==> src/rtl/mult_pkg.sv <==
// Shared constants and types for the arbitrated Booth multiplier.
// Latency: n/a (package only).
// Backpressure: n/a (package only).
package mult_pkg;

    // Operand and product widths; B_W is also the Booth iteration count.
    localparam int A_W   = 24;
    localparam int B_W   = 16;
    localparam int P_W   = A_W + B_W;
    localparam int CNT_W = $clog2(B_W);

    // Responder sequencing: grant/load, iterate, publish result.
    typedef enum logic [1:0] {
        IDLE = 2'd0,
        CALC = 2'd1,
        DONE = 2'd2
    } mult_state_e;

    // Selects one of the two initiators (0: envelope, 1: filter).
    typedef logic port_idx_t;

    // One multiply request as carried from a port into the engine.
    typedef struct packed {
        logic signed [A_W-1:0] a;
        logic signed [B_W-1:0] b;
    } operands_t;

endpackage

==> src/rtl/mult_booth_core.sv <==
// Radix-2 Booth iteration engine: accumulator, shifted multiplicand, B shifter, q bit, counter.
// Latency: load on one edge, then B_W step edges; done_o flags the last step cycle.
// Backpressure: none; the caller only asserts step_i while it owns a loaded operation.
module mult_booth_core
    import mult_pkg::*;
(
    input  logic             clk_i,
    input  logic             rst_i,
    input  logic             load_i,
    input  logic             step_i,
    input  operands_t        opnd_i,
    output logic             done_o,
    output logic [P_W-1:0]   acc_o
);

    localparam logic [CNT_W-1:0] CNT_LAST = CNT_W'(B_W - 1);

    logic [P_W-1:0]   acc;
    logic [P_W-1:0]   mcand;
    logic [B_W-1:0]   mplier;
    logic             q;
    logic [CNT_W-1:0] cnt;
    logic [P_W-1:0]   acc_nxt;

    // Booth recoding of the current pair {B[i], B[i-1]}: add, subtract or hold.
    always_comb begin
        acc_nxt = acc;
        case ({mplier[0], q})
            2'b01:   acc_nxt = acc + mcand;
            2'b10:   acc_nxt = acc - mcand;
            default: acc_nxt = acc;
        endcase
    end

    // Operand load and per-cycle iteration; the multiplicand is kept pre-shifted so
    // each step adds A<<i without a barrel shifter.
    always_ff @(posedge clk_i) begin
        if (rst_i) begin
            acc    <= '0;
            mcand  <= '0;
            mplier <= '0;
            q      <= 1'b0;
            cnt    <= '0;
        end else if (load_i) begin
            acc    <= '0;
            mcand  <= {{(P_W - A_W){opnd_i.a[A_W-1]}}, opnd_i.a};
            mplier <= opnd_i.b;
            q      <= 1'b0;
            cnt    <= '0;
        end else if (step_i) begin
            acc    <= acc_nxt;
            mcand  <= mcand << 1;
            mplier <= mplier >> 1;
            q      <= mplier[0];
            cnt    <= cnt + CNT_W'(1);
        end
    end

    assign done_o = step_i && (cnt == CNT_LAST);
    assign acc_o  = acc;

endmodule

==> src/rtl/mult_shared_resp.sv <==
// Two-port start/ready responder sharing one sequential signed Booth multiplier.
// Latency: readyN_o high in the cycle after the 17th edge following the edge that samples startN_i.
// Backpressure: none; one request held per port, further starts on that port dropped until its ready.
module mult_shared_resp
    import mult_pkg::*;
(
    input  logic             clk_i,
    input  logic             rst_i,
    input  logic             start0_i,
    input  logic [A_W-1:0]   op_a0_i,
    input  logic [B_W-1:0]   op_b0_i,
    output logic             ready0_o,
    output logic [P_W-1:0]   prod0_o,
    input  logic             start1_i,
    input  logic [A_W-1:0]   op_a1_i,
    input  logic [B_W-1:0]   op_b1_i,
    output logic             ready1_o,
    output logic [P_W-1:0]   prod1_o,
    output logic             busy_o
);

    mult_state_e    state;
    port_idx_t      grant;
    port_idx_t      last_grant;
    logic [1:0]     pend;
    operands_t      opnd_q [2];

    logic [1:0]     start;
    operands_t      opnd_in [2];
    logic [1:0]     req;
    logic           tie;
    logic           grant_vld;
    port_idx_t      grant_nxt;
    operands_t      load_opnd;
    logic [1:0]     served;
    logic [1:0]     capture;

    logic           core_load;
    logic           core_step;
    logic           core_done;
    logic [P_W-1:0] core_acc;

    logic [1:0]     ready_q;
    logic [P_W-1:0] prod_q [2];

    // Arbitration: this cycle's starts count as requests so an idle engine loses no cycle.
    always_comb begin
        start      = {start1_i, start0_i};
        opnd_in[0] = {op_a0_i, op_b0_i};
        opnd_in[1] = {op_a1_i, op_b1_i};
        req        = pend | start;
        tie        = req[0] & req[1];
        grant_vld  = (state == IDLE) && (req != 2'b00);
        grant_nxt  = tie ? ~last_grant : port_idx_t'(req[1]);
        load_opnd  = pend[grant_nxt] ? opnd_q[grant_nxt] : opnd_in[grant_nxt];
    end

    // A start is captured only if the port has nothing pending and is not being served
    // (including being granted straight from its start this cycle).
    always_comb begin
        served  = 2'b00;
        capture = 2'b00;
        for (int i = 0; i < 2; i++) begin
            served[i]  = ((state != IDLE) && (grant == port_idx_t'(i))) ||
                         (grant_vld && (grant_nxt == port_idx_t'(i)));
            capture[i] = start[i] && !pend[i] && !served[i];
        end
    end

    // Pending request slots: first request wins, cleared when the port is granted.
    always_ff @(posedge clk_i) begin
        if (rst_i) begin
            pend      <= 2'b00;
            opnd_q[0] <= '0;
            opnd_q[1] <= '0;
        end else begin
            for (int i = 0; i < 2; i++) begin
                if (capture[i]) begin
                    pend[i]   <= 1'b1;
                    opnd_q[i] <= opnd_in[i];
                end else if (grant_vld && (grant_nxt == port_idx_t'(i))) begin
                    pend[i]   <= 1'b0;
                end
            end
        end
    end

    // Sequencer; last_grant only moves when a tie was actually broken.
    always_ff @(posedge clk_i) begin
        if (rst_i) begin
            state      <= IDLE;
            grant      <= 1'b0;
            last_grant <= 1'b1;
        end else begin
            case (state)
                IDLE: begin
                    if (grant_vld) begin
                        state <= CALC;
                        grant <= grant_nxt;
                        if (tie) begin
                            last_grant <= grant_nxt;
                        end
                    end
                end
                CALC: begin
                    if (core_done) begin
                        state <= DONE;
                    end
                end
                DONE: begin
                    state <= IDLE;
                end
                default: begin
                    state <= IDLE;
                end
            endcase
        end
    end

    assign core_load = grant_vld;
    assign core_step = (state == CALC);

    mult_booth_core u_core (
        .clk_i  (clk_i),
        .rst_i  (rst_i),
        .load_i (core_load),
        .step_i (core_step),
        .opnd_i (load_opnd),
        .done_o (core_done),
        .acc_o  (core_acc)
    );

    // Result publication: only the granted port's product register and ready pulse change.
    always_ff @(posedge clk_i) begin
        if (rst_i) begin
            ready_q   <= 2'b00;
            prod_q[0] <= '0;
            prod_q[1] <= '0;
        end else begin
            ready_q <= 2'b00;
            if (state == DONE) begin
                ready_q[grant] <= 1'b1;
                prod_q[grant]  <= core_acc;
            end
        end
    end

    assign ready0_o = ready_q[0];
    assign ready1_o = ready_q[1];
    assign prod0_o  = prod_q[0];
    assign prod1_o  = prod_q[1];
    assign busy_o   = (state != IDLE) || (pend != 2'b00);

endmodule

==> config.mk <==
export PLATFORM = sky130hd
export DESIGN_NAME = mult_shared_resp
export DESIGN_NICKNAME = d
export VERILOG_FILES = /design/src/rtl/mult_pkg.sv /design/src/rtl/mult_booth_core.sv /design/src/rtl/mult_shared_resp.sv
export SDC_FILE = /design/constraint.sdc
export NUM_CORES = 1
export LEC_CHECK = 0
export ABC_AREA = 1
export CORE_UTILIZATION = 45
export CTS_CLUSTER_SIZE = 16
export DETAILED_ROUTE_END_ITERATION = 8
export PLACE_DENSITY = 0.62
export SYNTH_ARGS = -nofsm -noshare
export SYNTH_HDL_FRONTEND = slang
export SYNTH_SLANG_ARGS = --single-unit
export TNS_END_PERCENT = 50
==> constraint.sdc <==
create_clock -name clk_i -period 6.8 [get_ports clk_i]
set_input_delay 0.68 -clock clk_i [delete_from_list [all_inputs] [get_ports clk_i]]
set_output_delay 0.68 -clock clk_i [all_outputs]
set_load 0.01 [all_outputs]
* Word-level counts from Yosys, hierarchy flattened *
Memory sizes are Yosys's and may differ from the RTL's.
Index checks and enable logic that the tools add are counted.

word-level totals
  flip-flop bits (word level) = 109
  memory bits (writable) = 160
  input port bits = 84
  output and inout bits = 83
  memories = 2

cells by class
  add/subtract/negate cells = 3
  magnitude comparators = 4
  eq/ne operators = 7
  mux-type cells = 37
  bitwise operators = 9
  reductions and logical operators = 33

memories
  memory  depth  width  read ports  clocked after memory_dff  wr ports  RTL line                text
  opnd_q  2      40     1           0                         2         mult_shared_resp.sv:26  operands_t opnd_q [2];
  prod_q  2      40     2           0                         2         mult_shared_resp.sv:44  logic [P_W-1:0] prod_q [2];

operators with widths
  cell                   number
  $mux W40               9
  $pmux W40 S2           1
  $add A40 B40 Y40       1
  $reduce_or A40 Y1      1
  $sub A40 B40 Y40       1
  $mux W16               2
  $mux W1                21
  $reduce_bool A2 Y1     7
  $logic_and A1 B1 Y1    11
  $reduce_and A2 Y1      3
  $add A4 B1 Y4 const B  1
  $eq A2 B1 Y1 const B   2
  $eq A2 B2 Y1 const B   2
  $eq A4 B4 Y1 const B   1
  $logic_not A1 Y1       4
  $lt A1 B2 Y1 const B   2
  $mux W2                2
  $ne A2 B2 Y1 const B   2
  $not A1 Y1             4
  $pmux W2 S2            1
  $reduce_or A2 Y1       2
  $logic_or A1 B1 Y1     3
  $reduce_and A3 Y1      1
  $ge A2 B2 Y1 const B   1
  7 further kinds        8

* Longest topological paths before layout *
  depth after elaboration = 12
  depth in mapped cells = 24
  mapped depth without buffers = 24

* Modules after synthesis *
A second synthesis with hierarchy kept.

second synthesis, totals
  cell total of the unflattened synthesis = 2106
  area total of the unflattened synthesis = 16106.7 um2

modules (own cells, without submodules)
  module            instances  cells an instance  area an instance (um2)
  mult_shared_resp  1          875                8414.3
  mult_booth_core   1          1231               7692.4

* Worst setup path after synthesis *
OpenSTA, ideal clock, no wires.

  kind = reg2reg
  from = register u_core.mcand[0]
  to = register u_core.acc[32] (netlist: u_core.acc_o[32])
  data arrival time = 2.923 ns
  required time = 6.685 ns
  slack = 3.761 ns
  cell stages (with the launch flop) = 22
  path buffers = 0
  cell sequence = dfxtp_1 -> inv_1 -> ha_1 -> nand3_1 -> nor2_2 -> nand2_1 -> o31ai_2 -> nand2_1 -> a21oi_2 -> nand2_1 -> xor2_1 -> ha_1 -> nand2_1 -> nor2_1 -> inv_1 -> nor2_1 -> inv_1 -> o21a_1 -> nand3_1 -> nand2_1 -> o21ai_0 -> inv_1

between the ends
  cells in the longest elaborated chain, start to end = 2
  elaborated cells between the ends (all ways) = 3

ends and longest elaborated chain
  item                                                         RTL line                                      text
  from (decl)                                                  mult_booth_core.sv:19                         logic [P_W-1:0] mcand;
  from (signal assigned)                                       mult_booth_core.sv:46                         mcand <= {{(P_W - A_W){opnd_i.a[A_W-1]}}, opnd_i.a};
  from (signal assigned)                                       mult_booth_core.sv:52                         mcand <= mcand << 1;
  $sub A40 B40 Y40 / $add A40 B40 Y40 (equally long branches)  mult_booth_core.sv:30, mult_booth_core.sv:29
  $pmux W40 S2 (*)                                             mult_booth_core.sv:28                         case ({mplier[0], q})
  to (signal assigned)                                         mult_booth_core.sv:51                         acc <= acc_nxt;
  to (decl)                                                    mult_booth_core.sv:18                         logic [P_W-1:0] acc;

Mark *: on every way between the ends. The rest lies on a longest branch, timed or not.
A chain may end at the register's enable or synchronous reset.

* Final worst setup path *
  from = register u_core.q
  to = register u_core.acc[39] (netlist: u_core.acc_o[39])

between the ends
  cells in the longest elaborated chain, start to end = 3
  elaborated cells between the ends (all ways) = 5

ends and longest elaborated chain
  item                                                 RTL line               text
  from (decl)                                          mult_booth_core.sv:21  logic q;
  from (signal assigned)                               mult_booth_core.sv:54  q <= mplier[0];
  $eq A2 B1 Y1 / $eq A2 B2 Y1 (equally long branches)  mult_booth_core.sv:28
  $reduce_bool A2 Y1 (no source line)                  -
  $reduce_and A2 Y1 (no source line)                   -

Parallel ways exist; a longest one is shown, timed or not.

==> key figures <==
Run status
  – Status: finished clean

Placed design
  – DP Worst Slack: 2.87 ns
  – Port buffer count: between 150 and 200
  – GP Congestion: roughly 0.92
  – Hpwl dp: approximately 28000 um

Clock tree
  – Post-CTS Resized: 0
  – Clk sink count: roughly 270
  – Clock Path Buffers: 3
  – Htree depth: 1
  – CTS tree: built
  – CTS root buf: clkbuf_16
  – Setup repair bufs after CTS: 0
  – Worst-Skew Late Latency: ~0.56 ns
  – Cts bufs inserted: 29
  – Hold buffer count at CTS: 0
  – Clk slew on worst S/H paths: 0.06 ns

Worst setup path
  – CP bufs+invs: 4
  – CP peak stage delay: between 0.7 and 0.8 ns
  – Crit Path Class: flop to flop
  – CP cell instances: inv_1 -> ha_1 -> inv_1 -> nand2_1 -> o21a_1 -> xnor2_1 -> inv_1 -> ha_1 -> nand2_1 -> nor2_1 -> nand2_1 -> nor2_1 -> nand2_1 -> nand3_1 -> nand2_1 -> nand3_1 -> nand3_1 -> nand2_1 -> inv_1 -> nor2_1
  – FF-to-FF Start: u_core.q
  – Slowest cell on crit path: inv_1
  – Worst EP required: 7.30 ns
  – Crit start category: flop
  – Worst reg2reg path depth: 20
  – WP data arrival: roughly 4.4 ns
  – Worst reg2reg path endpoint: u_core.acc_o[39]
  – Most common cell on crit path: nand2_1
  – Max FO, Critical Path: 34
  – Worst path top cell family by delay: simple AND/OR/NAND/NOR gates
  – Worst setup EP type: flop
  – Reg-to-reg slack, setup: 2.89 ns

Layout
  – Commonest cells after routing, fill and taps aside: 303 x nand2_1, 296 x inv_1, 275 x nor2_1, 181 x a21oi_1, 166 x clkdlybuf4s50_1
  – Layout cells sized above 1: between 4 and 5%
  – Ant. Diodes: 0
  – Most common cell after layout, fill and taps aside: nand2_1
  – Area grow syn2layout: 19.2%
  – Fillers: around 3100
  – Final net count: around 2200

Routing
  – Vias: 12766
  – Detailed Routing Iterations Pass 1: 7
  – DRC: 0
  – Post-DR vias/cell: about 5
  – Avg WL per Cell: approximately 16 um
  – Final WL: around 39000 um
  – DR iter-0 viols: ~730
  – DRT antenna net count: 0

Logic synthesis
  – Syn. warnings: 0
  – Average size of a mapped cell: between 7 and 8 um2
  – Top cell type's share of synthesized area: ~32%
  – Seq/Total Area, Yosys: 46.7%
  – Post-Syn Instances: 1915
  – Post-synthesis cell area: between 10000 and 15000 um2
  – Leading area contributor after synthesis: edfxtp_1
  – Synth area leaders: edfxtp_1 32%, dfxtp_1 15%, nand2_1 7.7%, inv_1 7.4%, nor2_1 6.9%
  – Unique masters post-synth: 45
  – Syn Nets: between 2000 and 2500
  – Number of synthesized register bits: around 270

Power and ir drop
  – Static leakage: between 7 and 8 nW
  – Peak VDD IR: between 150 and 200 uV
  – PD cells: ~280 nW/um2

Timing
  – Fin crit share: roughly 58%
  – Worst Tran Pin Value: approximately 1.1 ns
  – Final Hold Vio Count: 0
  – RSZ-0062 raised after global routing: false
  – Endpoints failing setup: 0
  – Layout Skew: a little under 0.009 ns
  – Fmax: ~0.26 GHz
  – Worst slew margin: 28.5%
  – Min cycle time layout: 3.91 ns
  – Max-slew violations: 0
  – Final worst slack: just under 3 ns
  – Final TNS setup: 0 ns

Global routing
  – Vias in the first global route: between 10000 and 15000
  – Overflow after GRT: 0
  – Largest net degree at the start of global routing: 88
  – Initial antenna violation count: 0
  – Gr usage total: a little under a quarter
  – First-pass GRT wire length: around 64000 um

Min path
  – Min-Delay Path Class: flop to flop
  – HP Start: grant
  – Hold EP: ready_q[0]
  – Hold path cells: 1

Floorplan
  – Die ar.: 34000 um2
  – Starting Density: a little under half
  – Die W: 184 um
  – # IOs: ~170
  – Core Footprint: about 33000 um2
  – Num rows: 66
  – Die H: around 180 um

Flow run
  – Max_cap viols: 0
==> synth_stat cells <==
cell,number
nand2_1,306
inv_1,296
nor2_1,276
a21oi_1,181
edfxtp_1,160
dfxtp_1,109
o21ai_0,107
o21ai_1,103
nand3_1,52
o211ai_1,43
clkbuf_1,42
ha_1,42
xor2_1,40
buf_2,21
xnor2_1,21
buf_4,14
nand4_1,12
nor3_1,12
a221oi_1,7
nor4_1,7
a31oi_1,6
inv_2,6
nor2_2,6
a21o_1,5
o21a_1,5
buf_1,4
or2_2,4
nand2_2,3
o31ai_1,3
a211oi_1,2
a21oi_2,2
a221oi_2,2
and2_1,2
o21bai_1,2
o31ai_2,2
buf_6,1
fa_1,1
nand2_4,1
nand3b_1,1
nor2_4,1
nor3_2,1
o21ai_2,1
o21ai_4,1
o22ai_1,1
or2_0,1
==> worst max path at each step <==
stage	depth (start not counted)	startpoint	slack (ns)	to
after detailed placement	7	rst_i	2.87	prod_q[1][35]
final	20	u_core.q	2.89	u_core.acc_o[39]
after floorplan	21	u_core.mcand[0]	3.76	u_core.acc_o[32]
after CTS	18	u_core.q	2.89	u_core.acc_o[35]
after global routing	18	u_core.q	2.45	u_core.acc_o[27]
after global placement	7	rst_i	2.90	prod_q[0][22]
==> cell families (layout without fill, tap and decap cells) <==
logic type      after synthesis  count (layout)  synth area share, %
buf+inv                     384             533                 10.2
flops                       269             269                 46.7
fa+ha+maj                    43              43                 3.64
xor+xnor                     61              61                 3.57
compound gates              473             473                 17.4
simple gates                685             685                 18.5
==> per-stage QoR <==
step	instance area (um2)	std cells	hold slack (ns)	total power, mW	utilization, %
floorplan	15000	1915	0.404	3.06	-
global placement	16900	2453	0.418	3.47	51.8
detailed placement	16900	2453	0.419	3.48	51.8
CTS	17800	2506	0.430	5.06	54.7
global route	17800	2506	0.464	5.33	54.7
finish	17800	2506	0.428	5.04	54.7
==> registers in the layout, summed over array words and instances (netlist names) <==
register,count
last_grant,1
grant,1
state,2
u_core.mcand,40
prod_q,80
pend,2
u_core.acc_o,40
u_core.cnt,4
u_core.mplier,16
opnd_q,80
ready_q,2
u_core.q,1
==> per-layer routing <==
| layer | track usage (%) | routed length [um] |
|---|---|---|
| met1 | 31.2 | 18000 |
| met4 | 6.30 | 893 |
| met3 | 2.71 | 1710 |
| met5 | 0 | 0 |
| met2 | 41.0 | 18600 |
==> worst reg2reg max path: stages (launching register included) <==
cell,delay (ns)
dfxtp_1,0.33
inv_1,0.05
ha_1,0.36
inv_1,0.73
nand2_1,0.21
o21a_1,0.17
xnor2_1,0.15
inv_1,0.07
ha_1,0.36
nand2_1,0.12
nor2_1,0.24
nand2_1,0.11
nor2_1,0.10
nand2_1,0.06
nand3_1,0.22
nand2_1,0.12
nand3_1,0.15
nand3_1,0.10
nand2_1,0.09
inv_1,0.04
nor2_1,0.08
==> layout make-up <==
type	count	area, um2	share of cell area [%]
tap	442	553	3.10
inverter	302	1130	6.35
clock inverter	15	135	0.757
multi-input combinational	1262	6470	36.3
clock buffer	38	810	4.54
timing repair buffer	178	1750	9.82
sequential	269	6990	39.2
==> report_power, final <==
part | total [mW] | internal, mW | switching, mW
clock network | 1.58 | 0.911 | 0.666
registers | 1.97 | 1.88 | 0.0859
logic | 1.49 | 0.505 | 0.988
total | 5.04 | 3.30 | 1.74
(Power assumes the default switching activity.)
